**src/rtl/dmux_pkg.sv**
```systemverilog
`default_nettype none
// +----------------------------------------------------------------------+
// | dmux_pkg : shared constants and state type for the 1-to-4 dispatcher |
// | Revision : 1.0                                                       |
// +----------------------------------------------------------------------+
package dmux_pkg;

   localparam int NCH  = 4;
   localparam int SELW = 2;

   localparam logic [SELW-1:0] CH_A = 2'd0;
   localparam logic [SELW-1:0] CH_B = 2'd1;
   localparam logic [SELW-1:0] CH_C = 2'd2;
   localparam logic [SELW-1:0] CH_D = 2'd3;

   typedef enum logic [0:0] {
      ST_IDLE = 1'b0,
      ST_SEND = 1'b1
   } state_t;

endpackage
`default_nettype wire

```
**src/rtl/rr_pick.sv**
```systemverilog
`default_nettype none
// +----------------------------------------------------------------------+
// | rr_pick : first requesting channel at or after start, mod NCH        |
// | Revision : 1.0                                                       |
// +----------------------------------------------------------------------+
module rr_pick
   import dmux_pkg::*;
(
   input  logic [NCH-1:0]  req,
   input  logic [SELW-1:0] start,
   input  logic [SELW-1:0] excl,
   input  logic            excl_en,
   output logic [SELW-1:0] idx,
   output logic            found
);

   logic [SELW-1:0] w_cand;

   // Walk from the farthest offset back to start so the nearest hit wins.
   always_comb begin
      idx    = start;
      found  = 1'b0;
      w_cand = start;
      for (int i = NCH - 1; i >= 0; i--) begin
         w_cand = start + SELW'(i);
         if (req[w_cand] && !(excl_en && (w_cand == excl))) begin
            idx   = w_cand;
            found = 1'b1;
         end
      end
   end

endmodule
`default_nettype wire

```
**src/rtl/dmux_rr_dispatcher.sv**
```systemverilog
`default_nettype none
// +----------------------------------------------------------------------+
// | dmux_rr_dispatcher : registered valid/ready 1-to-4 word dispatcher   |
// | Revision : 1.0                                                       |
// +----------------------------------------------------------------------+
module dmux_rr_dispatcher
   import dmux_pkg::*;
#(
   parameter int DW      = 4,
   parameter int TIMEOUT = 15,
   parameter int CW      = 4
) (
   input  logic            clk,
   input  logic            rst_n,
   input  logic [DW-1:0]   in_data,
   input  logic            in_valid,
   output logic            in_ready,
   input  logic            cfg_mode,
   input  logic [1:0]      cfg_sel,
   input  logic [NCH-1:0]  out_ready,
   output logic [NCH-1:0]  out_valid,
   output logic [DW-1:0]   a,
   output logic [DW-1:0]   b,
   output logic [DW-1:0]   c,
   output logic [DW-1:0]   d,
   output logic [1:0]      sel,
   output logic            busy,
   output logic            skip
);

   state_t          r_state;
   logic [SELW-1:0] r_tgt;
   logic [SELW-1:0] r_ptr;
   logic [DW-1:0]   r_word;
   logic [CW-1:0]   r_cnt;
   logic            r_mode;
   logic            r_skip;

   logic            w_send;
   logic            w_done;
   logic            w_accept;
   logic [SELW-1:0] w_tgt_inc;
   logic [SELW-1:0] w_start;
   logic [SELW-1:0] w_new_idx;
   logic            w_new_found;
   logic [SELW-1:0] w_new_tgt;
   logic [SELW-1:0] w_to_idx;
   logic            w_to_found;
   logic [CW-1:0]   w_cnt_inc;

   assign w_send    = (r_state == ST_SEND);
   assign w_done    = w_send && out_ready[r_tgt];
   assign in_ready  = !w_send || out_ready[r_tgt];
   assign w_accept  = in_valid && in_ready;
   assign w_tgt_inc = r_tgt + 1'b1;
   // A word accepted in the completing cycle must see the advanced pointer.
   assign w_start   = w_done ? w_tgt_inc : r_ptr;
   assign w_cnt_inc = r_cnt + 1'b1;

   rr_pick u_pick_new (
      .req     (out_ready),
      .start   (w_start),
      .excl    (r_tgt),
      .excl_en (1'b0),
      .idx     (w_new_idx),
      .found   (w_new_found)
   );

   rr_pick u_pick_timeout (
      .req     (out_ready),
      .start   (w_tgt_inc),
      .excl    (r_tgt),
      .excl_en (1'b1),
      .idx     (w_to_idx),
      .found   (w_to_found)
   );

   assign w_new_tgt = cfg_mode ? (w_new_found ? w_new_idx : w_start) : cfg_sel;

   always_ff @(posedge clk or negedge rst_n) begin
      if (!rst_n) begin
         r_state <= ST_IDLE;
         r_tgt   <= '0;
         r_ptr   <= '0;
         r_word  <= '0;
         r_cnt   <= '0;
         r_mode  <= 1'b0;
         r_skip  <= 1'b0;
      end else begin
         r_skip <= 1'b0;
         if (w_done) begin
            r_ptr <= w_tgt_inc;
         end
         if (w_accept) begin
            r_state <= ST_SEND;
            r_word  <= in_data;
            r_tgt   <= w_new_tgt;
            r_mode  <= cfg_mode;
            r_cnt   <= '0;
         end else if (w_done) begin
            r_state <= ST_IDLE;
         end else if (w_send) begin
            if (r_mode) begin
               if (w_cnt_inc == CW'(TIMEOUT)) begin
                  r_cnt <= '0;
                  if (w_to_found) begin
                     r_tgt  <= w_to_idx;
                     r_skip <= 1'b1;
                  end
               end else begin
                  r_cnt <= w_cnt_inc;
               end
            end else if (!(&r_cnt)) begin
               r_cnt <= w_cnt_inc;
            end
         end
      end
   end

   for (genvar i = 0; i < NCH; i++) begin : g_valid
      assign out_valid[i] = w_send && (r_tgt == SELW'(i));
   end

   assign a    = out_valid[CH_A] ? r_word : '0;
   assign b    = out_valid[CH_B] ? r_word : '0;
   assign c    = out_valid[CH_C] ? r_word : '0;
   assign d    = out_valid[CH_D] ? r_word : '0;
   assign sel  = r_tgt;
   assign busy = w_send;
   assign skip = r_skip;

endmodule
`default_nettype wire
```
**config.mk**
```make
export PLATFORM = sky130hd
export DESIGN_NAME = dmux_rr_dispatcher
export DESIGN_NICKNAME = d
export VERILOG_FILES = /design/src/rtl/dmux_pkg.sv /design/src/rtl/rr_pick.sv /design/src/rtl/dmux_rr_dispatcher.sv
export SDC_FILE = /design/constraint.sdc
export NUM_CORES = 1
export LEC_CHECK = 0
export CORE_MARGIN = 2
export CORE_UTILIZATION = 47
export CTS_CLUSTER_DIAMETER = 120
export CTS_CLUSTER_SIZE = 40
export DETAILED_ROUTE_END_ITERATION = 6
export PLACE_DENSITY = 0.79
export RECOVER_POWER = 100
export SLEW_MARGIN = 20
export SYNTH_ARGS = -nofsm -noshare
export SYNTH_HDL_FRONTEND = slang
export SYNTH_SLANG_ARGS = --single-unit
```
**constraint.sdc**
```tcl
create_clock -name clk -period 3 [get_ports clk]
set_input_delay 0.6 -clock clk [delete_from_list [all_inputs] [get_ports clk]]
set_output_delay 0.6 -clock clk [all_outputs]
set_load 0.05 [all_outputs]
```
# Yosys cells after proc, flatten, opt, wreduce, memory -nomap -nowiden
# Index checks and enable logic that the tools add are counted.
word_totals:
  mem_bits_rw: 0
  word_cells: 120
  mem_bits_ro: 0
  out_inout_bits: 25
  latch_bits: 0
  input_bits: 14
  n_memories: 0
  register_bits: 15
op_classes:
  n_reduce_logical: 25
  shift: 0
  add_sub_neg: 8
  order_cmp: 9
  bitwise_logic: 0
  multipliers: 0
  n_mux: 61
  div_mod_pow: 0
  n_eq_ne: 10
op_table:
  columns: ["cell", "count"]
  rows:
  - ["4-bit two-way mux", 10]
  - ["2-bit two-way mux", 17]
  - ["2-bit by 3-bit less-than comparator with 1-bit output (second input constant)", 9]
  - ["1-bit two-way mux", 25]
  - ["1-bit binary-select mux with 2-bit select", 9]
  - ["1-bit logical AND", 10]
  - ["2-bit nonzero test", 5]
  - ["2-bit adder (second input constant)", 4]
  - ["2-bit equality test", 4]
  - ["2-bit by 1-bit adder with 2-bit output (second input constant)", 3]
  - ["1-bit logical NOT", 5]
  - ["5-bit AND reduction", 1]
  - ["4-bit by 1-bit adder with 4-bit output (second input constant)", 1]
  - ["2-bit equality test (second input constant)", 2]
  - ["4-bit equality test (second input constant)", 1]
  - ["4-bit AND reduction", 1]
  - ["3-bit != test (second input constant)", 1]
  - ["3-bit AND reduction", 1]
  - ["2-bit by 1-bit equality test with 1-bit output (second input constant)", 1]
  - ["2-bit logical NOT", 1]
  - ["2-bit by 1-bit != test with 1-bit output (second input constant)", 1]
  - ["1-bit logical OR", 1]

# Longest topological paths before layout
depth:
  ltp_word: 15
  depth_mapped: 10
  ltp_nobuf: 8

# By module
# Synthesis repeated with hierarchy kept, for this count alone.
hier_totals:
  hier_cells: 243
  area_unflattened_um2: 2139.6
by_module_without_submodules:
  columns: ["mod", "area_per_inst_um2", "instances", "cells_each", "seq_area_each_um2"]
  rows:
  - ["dmux_rr_dispatcher", 1208.7, 1, 129, 375.4]
  - ["rr_pick", 465.4, 2, 57, 0.0]

# Worst setup path before layout
# No wires, ideal clock.
synth_path:
  path_type: "reg2reg"
  startpoint: "register r_tgt[1] (netlist: sel[1])"
  endpoint: "register r_tgt[0] (netlist: sel[0])"
  setup_slack_ns: 0.101
  required_time_ns: 2.868
  path_buffers: 2
  arrival_time_ns: 2.767
  setup_time_ns: 0.132
  period_less_slack_ns: 2.899
  path_stages_with_launch: 11
  cell_sequence: "dfrtp_1 -> clkbuf_1 -> inv_1 -> ha_1 -> clkbuf_1 -> nor2_1 -> a31oi_1 -> a31oi_1 -> a2111oi_0 -> mux2i_1 -> o211ai_1"
synth_via:
  elab_chain_cells: 15
  elab_cells_between_ends: 71
  classes_between: "add/sub (7); eq/ne (5); mux (43); reduce/logical (16)"
synth_rtl:
  columns: ["element", "line", "source"]
  rows:
  - ["start: declaration", "dmux_rr_dispatcher.sv:32", "logic [SELW-1:0] r_tgt;"]
  - ["start signal: assignment", "dmux_rr_dispatcher.sv:97", "r_tgt <= w_new_tgt;"]
  - ["start signal: assignment", "dmux_rr_dispatcher.sv:107", "r_tgt <= w_to_idx;"]
  - ["2-bit by 1-bit adder with 2-bit output", "dmux_rr_dispatcher.sv:55", "assign w_tgt_inc = r_tgt + 1'b1;"]
  - ["2-bit adder", "rr_pick.sv:25", "w_cand = start + SELW'(i);"]
  - ["1-bit binary-select mux with 2-bit select or 2-bit equality test (tied branches)", "rr_pick.sv:26", "if (req[w_cand] && !(excl_en && (w_cand == excl))) begin"]
  - ["1-bit two-way mux (not written as such) or 1-bit logical NOT (tied branches)", "rr_pick.sv:26", null]
  - ["1-bit logical AND", "rr_pick.sv:26", null]
  - ["2-bit two-way mux (4 in series)", "rr_pick.sv:26", null]
  - ["2-bit two-way mux", "dmux_rr_dispatcher.sv:106", "if (w_to_found) begin"]
  - ["2-bit two-way mux", "dmux_rr_dispatcher.sv:104", "if (w_cnt_inc == CW'(TIMEOUT)) begin"]
  - ["2-bit two-way mux", "dmux_rr_dispatcher.sv:103", "if (r_mode) begin"]
  - ["2-bit two-way mux", "dmux_rr_dispatcher.sv:102", "end else if (w_send) begin"]
  - ["2-bit two-way mux", "dmux_rr_dispatcher.sv:100", "end else if (w_done) begin"]
  - ["2-bit two-way mux", "dmux_rr_dispatcher.sv:94", "if (w_accept) begin"]
# Several ways; a longest one is shown, not always the timed one. The select of a mux whose other input is x is not followed.
# A chain may end at the register's enable or synchronous reset.

# Final worst setup path
layout_path:
  startpoint: "input port out_ready[3]"
  endpoint: "register r_tgt[1] (netlist: sel[1])"
layout_via:
  elab_chain_cells: 14
  elab_cells_between_ends: 59
  classes_between: "add/sub (3); eq/ne (1); mux (43); reduce/logical (12)"
layout_rtl:
  columns: ["element", "line", "source"]
  rows:
  - ["start: declaration", "dmux_rr_dispatcher.sv:20", "input logic [NCH-1:0] out_ready,"]
  - ["1-bit binary-select mux with 2-bit select", "dmux_rr_dispatcher.sv:52, dmux_rr_dispatcher.sv:53", null]
  - ["1-bit two-way mux (not written as such)", "dmux_rr_dispatcher.sv:52, dmux_rr_dispatcher.sv:53", null]
  - ["1-bit logical AND", "dmux_rr_dispatcher.sv:52", "assign w_done = w_send && out_ready[r_tgt];"]
  - ["2-bit two-way mux", "dmux_rr_dispatcher.sv:57", "assign w_start = w_done ? w_tgt_inc : r_ptr;"]
  - ["2-bit adder", "rr_pick.sv:25", null]
  - ["1-bit binary-select mux with 2-bit select", "rr_pick.sv:26", null]
  - ["1-bit two-way mux (not written as such)", "rr_pick.sv:26", null]
  - ["2-bit two-way mux or 1-bit two-way mux (tied branches) (4 in series)", "rr_pick.sv:26", null]
  - ["2-bit two-way mux (2 in series)", "dmux_rr_dispatcher.sv:78", "assign w_new_tgt = cfg_mode ? (w_new_found ? w_new_idx : w_start) : cfg_sel;"]
  - ["2-bit two-way mux", "dmux_rr_dispatcher.sv:94", null]
# Several ways; a longest one is shown, not always the timed one. The select of a mux whose other input is x is not followed.

==> flow_summary_export.csv <==
group,metric,value,unit
power,p_sw,976,uW
job,maxCapViolCount,0,
sta,fin_skew,2.31,ps
global_routing,track_usage,21.5,%
sta,setup_viol,0,
power,clock_power_share,7.2,%
yosys,synth_nets,170,
routing,totalWireLength,3340,um
global_routing,grt_max_degree,25,
floorplan,dieArea,3280,um^2
worst_setup_path,cp_data_required_time,3190,ps
placement,place_inst,217,
sta,fin_ws,163,ps
power,leakage,0.000783,uW
yosys,synth_cell_types,40,
cts,postCtsSetupRepairBufs,0,
worst_setup_path,crit_fanout,10,
routing,dr.pass1.iters,4,
global_routing,antenna_found_initial,0,
final_layout,finalNonFillerCells,221,
final_layout,num-fill-cells,251,
floorplan,core_region_area,2730,um^2
final_layout,multiInputGateArea,843,um^2
sta,period_share,94.6,%
worst_setup_path,worstSetupEndpointType,"flop",
cts,cts-root-buf,"clkbuf_4",
sta,clock.fmax,0.353,GHz
routing,drc_errors,0,
final_layout,layout_commonest_cell,"and3_1",
final_layout,syn2layout_area_growth,26.9,%
cts,clkLatencyLatePin,290,ps
placement,io_buffers,38,
worst_setup_path,worst_setup_path_start_kind,"input pin",
worst_setup_path,worstSetupPathType,"input pin to flop",
final_layout,mostFrequentLayoutCells,"and3_1 (16), dfrtp_1 (15), dlygate4sd3_1 (13), clkbuf_1 (13), clkdlybuf4s50_1 (12)",
final_layout,nets,211,
min_path,hold_path.class,"flop to flop",
cts,ctsResizeCount,0,
placement,place_hpwl,2560,um
floorplan,num_rows,19,
cts,clk_pin_slew,100,ps
sta,tns,0,ps
routing,antenna_left,0,
yosys,ys_seq_elements,15,
routing,wl_per_cell,15.1,um
power,sequentialPowerShare,21.9,%
cts,cts-hold-fix-buffers,0,
sta,drv_slew,0,
routing,viasPerCell,5.90,
final_layout,final_core_util,61.9,%
power,power_density,1020,nW/um^2
final_layout,ff_latch_area,375,um^2
power,internal-power,759,uW
routing,dr_total_vias,1305,
yosys,syn_inst,150,
yosys,synth_area,1330,um^2
floorplan,die_y,57.3,um
final_layout,drive_gt1_share,12.1,%
global_routing,grt_pass1_wl,5650,um
cts,cts.htree.levels,1,
power,swShare,56.3,%
placement,gp_congestion,0.851,
floorplan,die_x,57.3,um
global_routing,grt.overflow.total,0,
cts,cts_tree,"built",
yosys,avgSynthCellArea,8.89,um^2
sta,hold_slack,520,ps
sta,rsz0062_at_grt,"no",
yosys,synth_seq_area_share,28.1,%
floorplan,io-pin-count,39,
placement,pre_cts_slack,107,ps
sta,fin_crit,2840,ps
yosys,yosysWarnings,0,
power,combPwrFrac,70.9,%
sta,hold_viol,0,
global_routing,grt_pass1_vias,1279,
cts,clock_sinks,15,
outcome,status,"completed",
sta,tightestPinTransition,696,ps
floorplan,initial_core_util,48.8,%
sta,timing.slew.headroom,53.4,%
power,ir_drop,0.774,mV
cts,cts_buffers,3,
cts,clock_path_buffers,2,
routing,drtIter0Drc,72,
worst_setup_path,cp_data_arrival_time,3030,ps
final_layout,antennaDiodeCount,0,
==> logic make-up (layout without fill, tap and decap cells) <==
family | after synthesis | count (layout) | share of synthesized area, %
buf+inv | 21 | 61 | 7.22
simple gates | 56 | 56 | 23.9
flops | 15 | 15 | 28.1
fa+ha+maj | 6 | 6 | 5.63
mux | 17 | 17 | 15.2
compound gates | 34 | 34 | 19.2
xor+xnor | 1 | 1 | 0.657
==> critical path: stages <==
cell and delay, ps:
clkdlybuf4s50_1 420, mux4_2 480, nand2b_1 340, o21bai_1 300
a311oi_4 290, mux2_1 370, a211oi_1 230
==> power by group through the flow <==
stage	Sequential (uW)	Clock, uW	Combinational [uW]
CTS	381	127	1320
global route	392	140	1330
floorplan	408	0	932
global placement	376	0	1280
detailed placement	386	0	1320
finish	379	125	1230
==> through the flow <==
| step | area [um^2] | power (uW) |
|---|---|---|
| global placement | 1730 | 1660 |
| detailed placement | 1730 | 1700 |
| finish | 1690 | 1740 |
| CTS | 1760 | 1830 |
| floorplan | 1330 | 1340 |
| global route | 1690 | 1860 |
==> per-layer routing <==
metal  track usage (%)  wire length [um]
met4              7.31                27
met3              3.85               311
met1              27.1              1400
met5                 0                 0
met2              37.1              1590
==> final timing paths <==
check | start | to | slack [ps] | cells past startpoint
min in group asynchronous | rst_n | r_mode$_DFFE_PN0P_ | 780 | 1
max reg2reg | sel[0]$_DFFE_PN0P_ | sel[1]$_DFFE_PN0P_ | 400 | 6
min reg2reg | r_mode$_DFFE_PN0P_ | r_mode$_DFFE_PN0P_ | 520 | 2
max | out_ready[3] | sel[1]$_DFFE_PN0P_ | 160 | 7
min | r_mode$_DFFE_PN0P_ | r_mode$_DFFE_PN0P_ | 520 | 2
max in group asynchronous | rst_n | sel[0]$_DFFE_PN0P_ | 1780 | 1
==> cells in the mapped netlist <==
cell type  instances  area (um^2)
a2111oi_0          1         8.76
a211oi_1           3         22.5
a21bo_2            1         10.0
a21o_1             1         7.51
a21oi_1            6         30.0
a22oi_1            2         15.0
a2bb2oi_1          1         8.76
a311oi_4           1         26.3
a31oi_1            3         18.8
a32oi_1            1         8.76
and2_1             5         31.3
and3_1            16          100
and4_1             1         8.76
and4b_1            1         10.0
buf_2              2         10.0
buf_6              2         22.5
clkbuf_1           8         30.0
dfrtp_1           15          375
ha_1               6         75.1
inv_1              9         33.8
mux2_1             1         11.3
mux2_2             5         56.3
mux2i_1            9         90.1
mux4_2             2         45.0
nand2_1           11         41.3
nand2b_1           4         25.0
nand2b_4           1         13.8
nand3_1            3         15.0
nand3b_1           2         15.0
nand4_1            1         6.26
nand4b_1           1         8.76
nor2_1             6         22.5
nor2b_1            1         6.26
nor3_1             3         15.0
o211ai_1           3         22.5
o21ai_0            5         25.0
o21bai_4           1         18.8
o221ai_1           1         8.76
o22ai_1            4         25.0
xnor2_1            1         8.76
==> sequential cells by signal, indices dropped and copies added, names as in the netlist <==
register,flops
skip,1
busy,1
r_cnt,4
sel,2
r_ptr,2
r_word,4
r_mode,1
==> cell type report <==
| type | count | share of cell area (%) |
|---|---|---|
| flip-flops and latches | 15 | 22.2 |
| inverters | 9 | 2.00 |
| multi-input cells | 114 | 49.8 |
| well taps | 31 | 2.29 |
| repair buffers | 48 | 22.0 |
| clock buffers | 3 | 1.33 |
| clock inverters | 1 | 0.443 |
(Power assumes the default switching activity.)
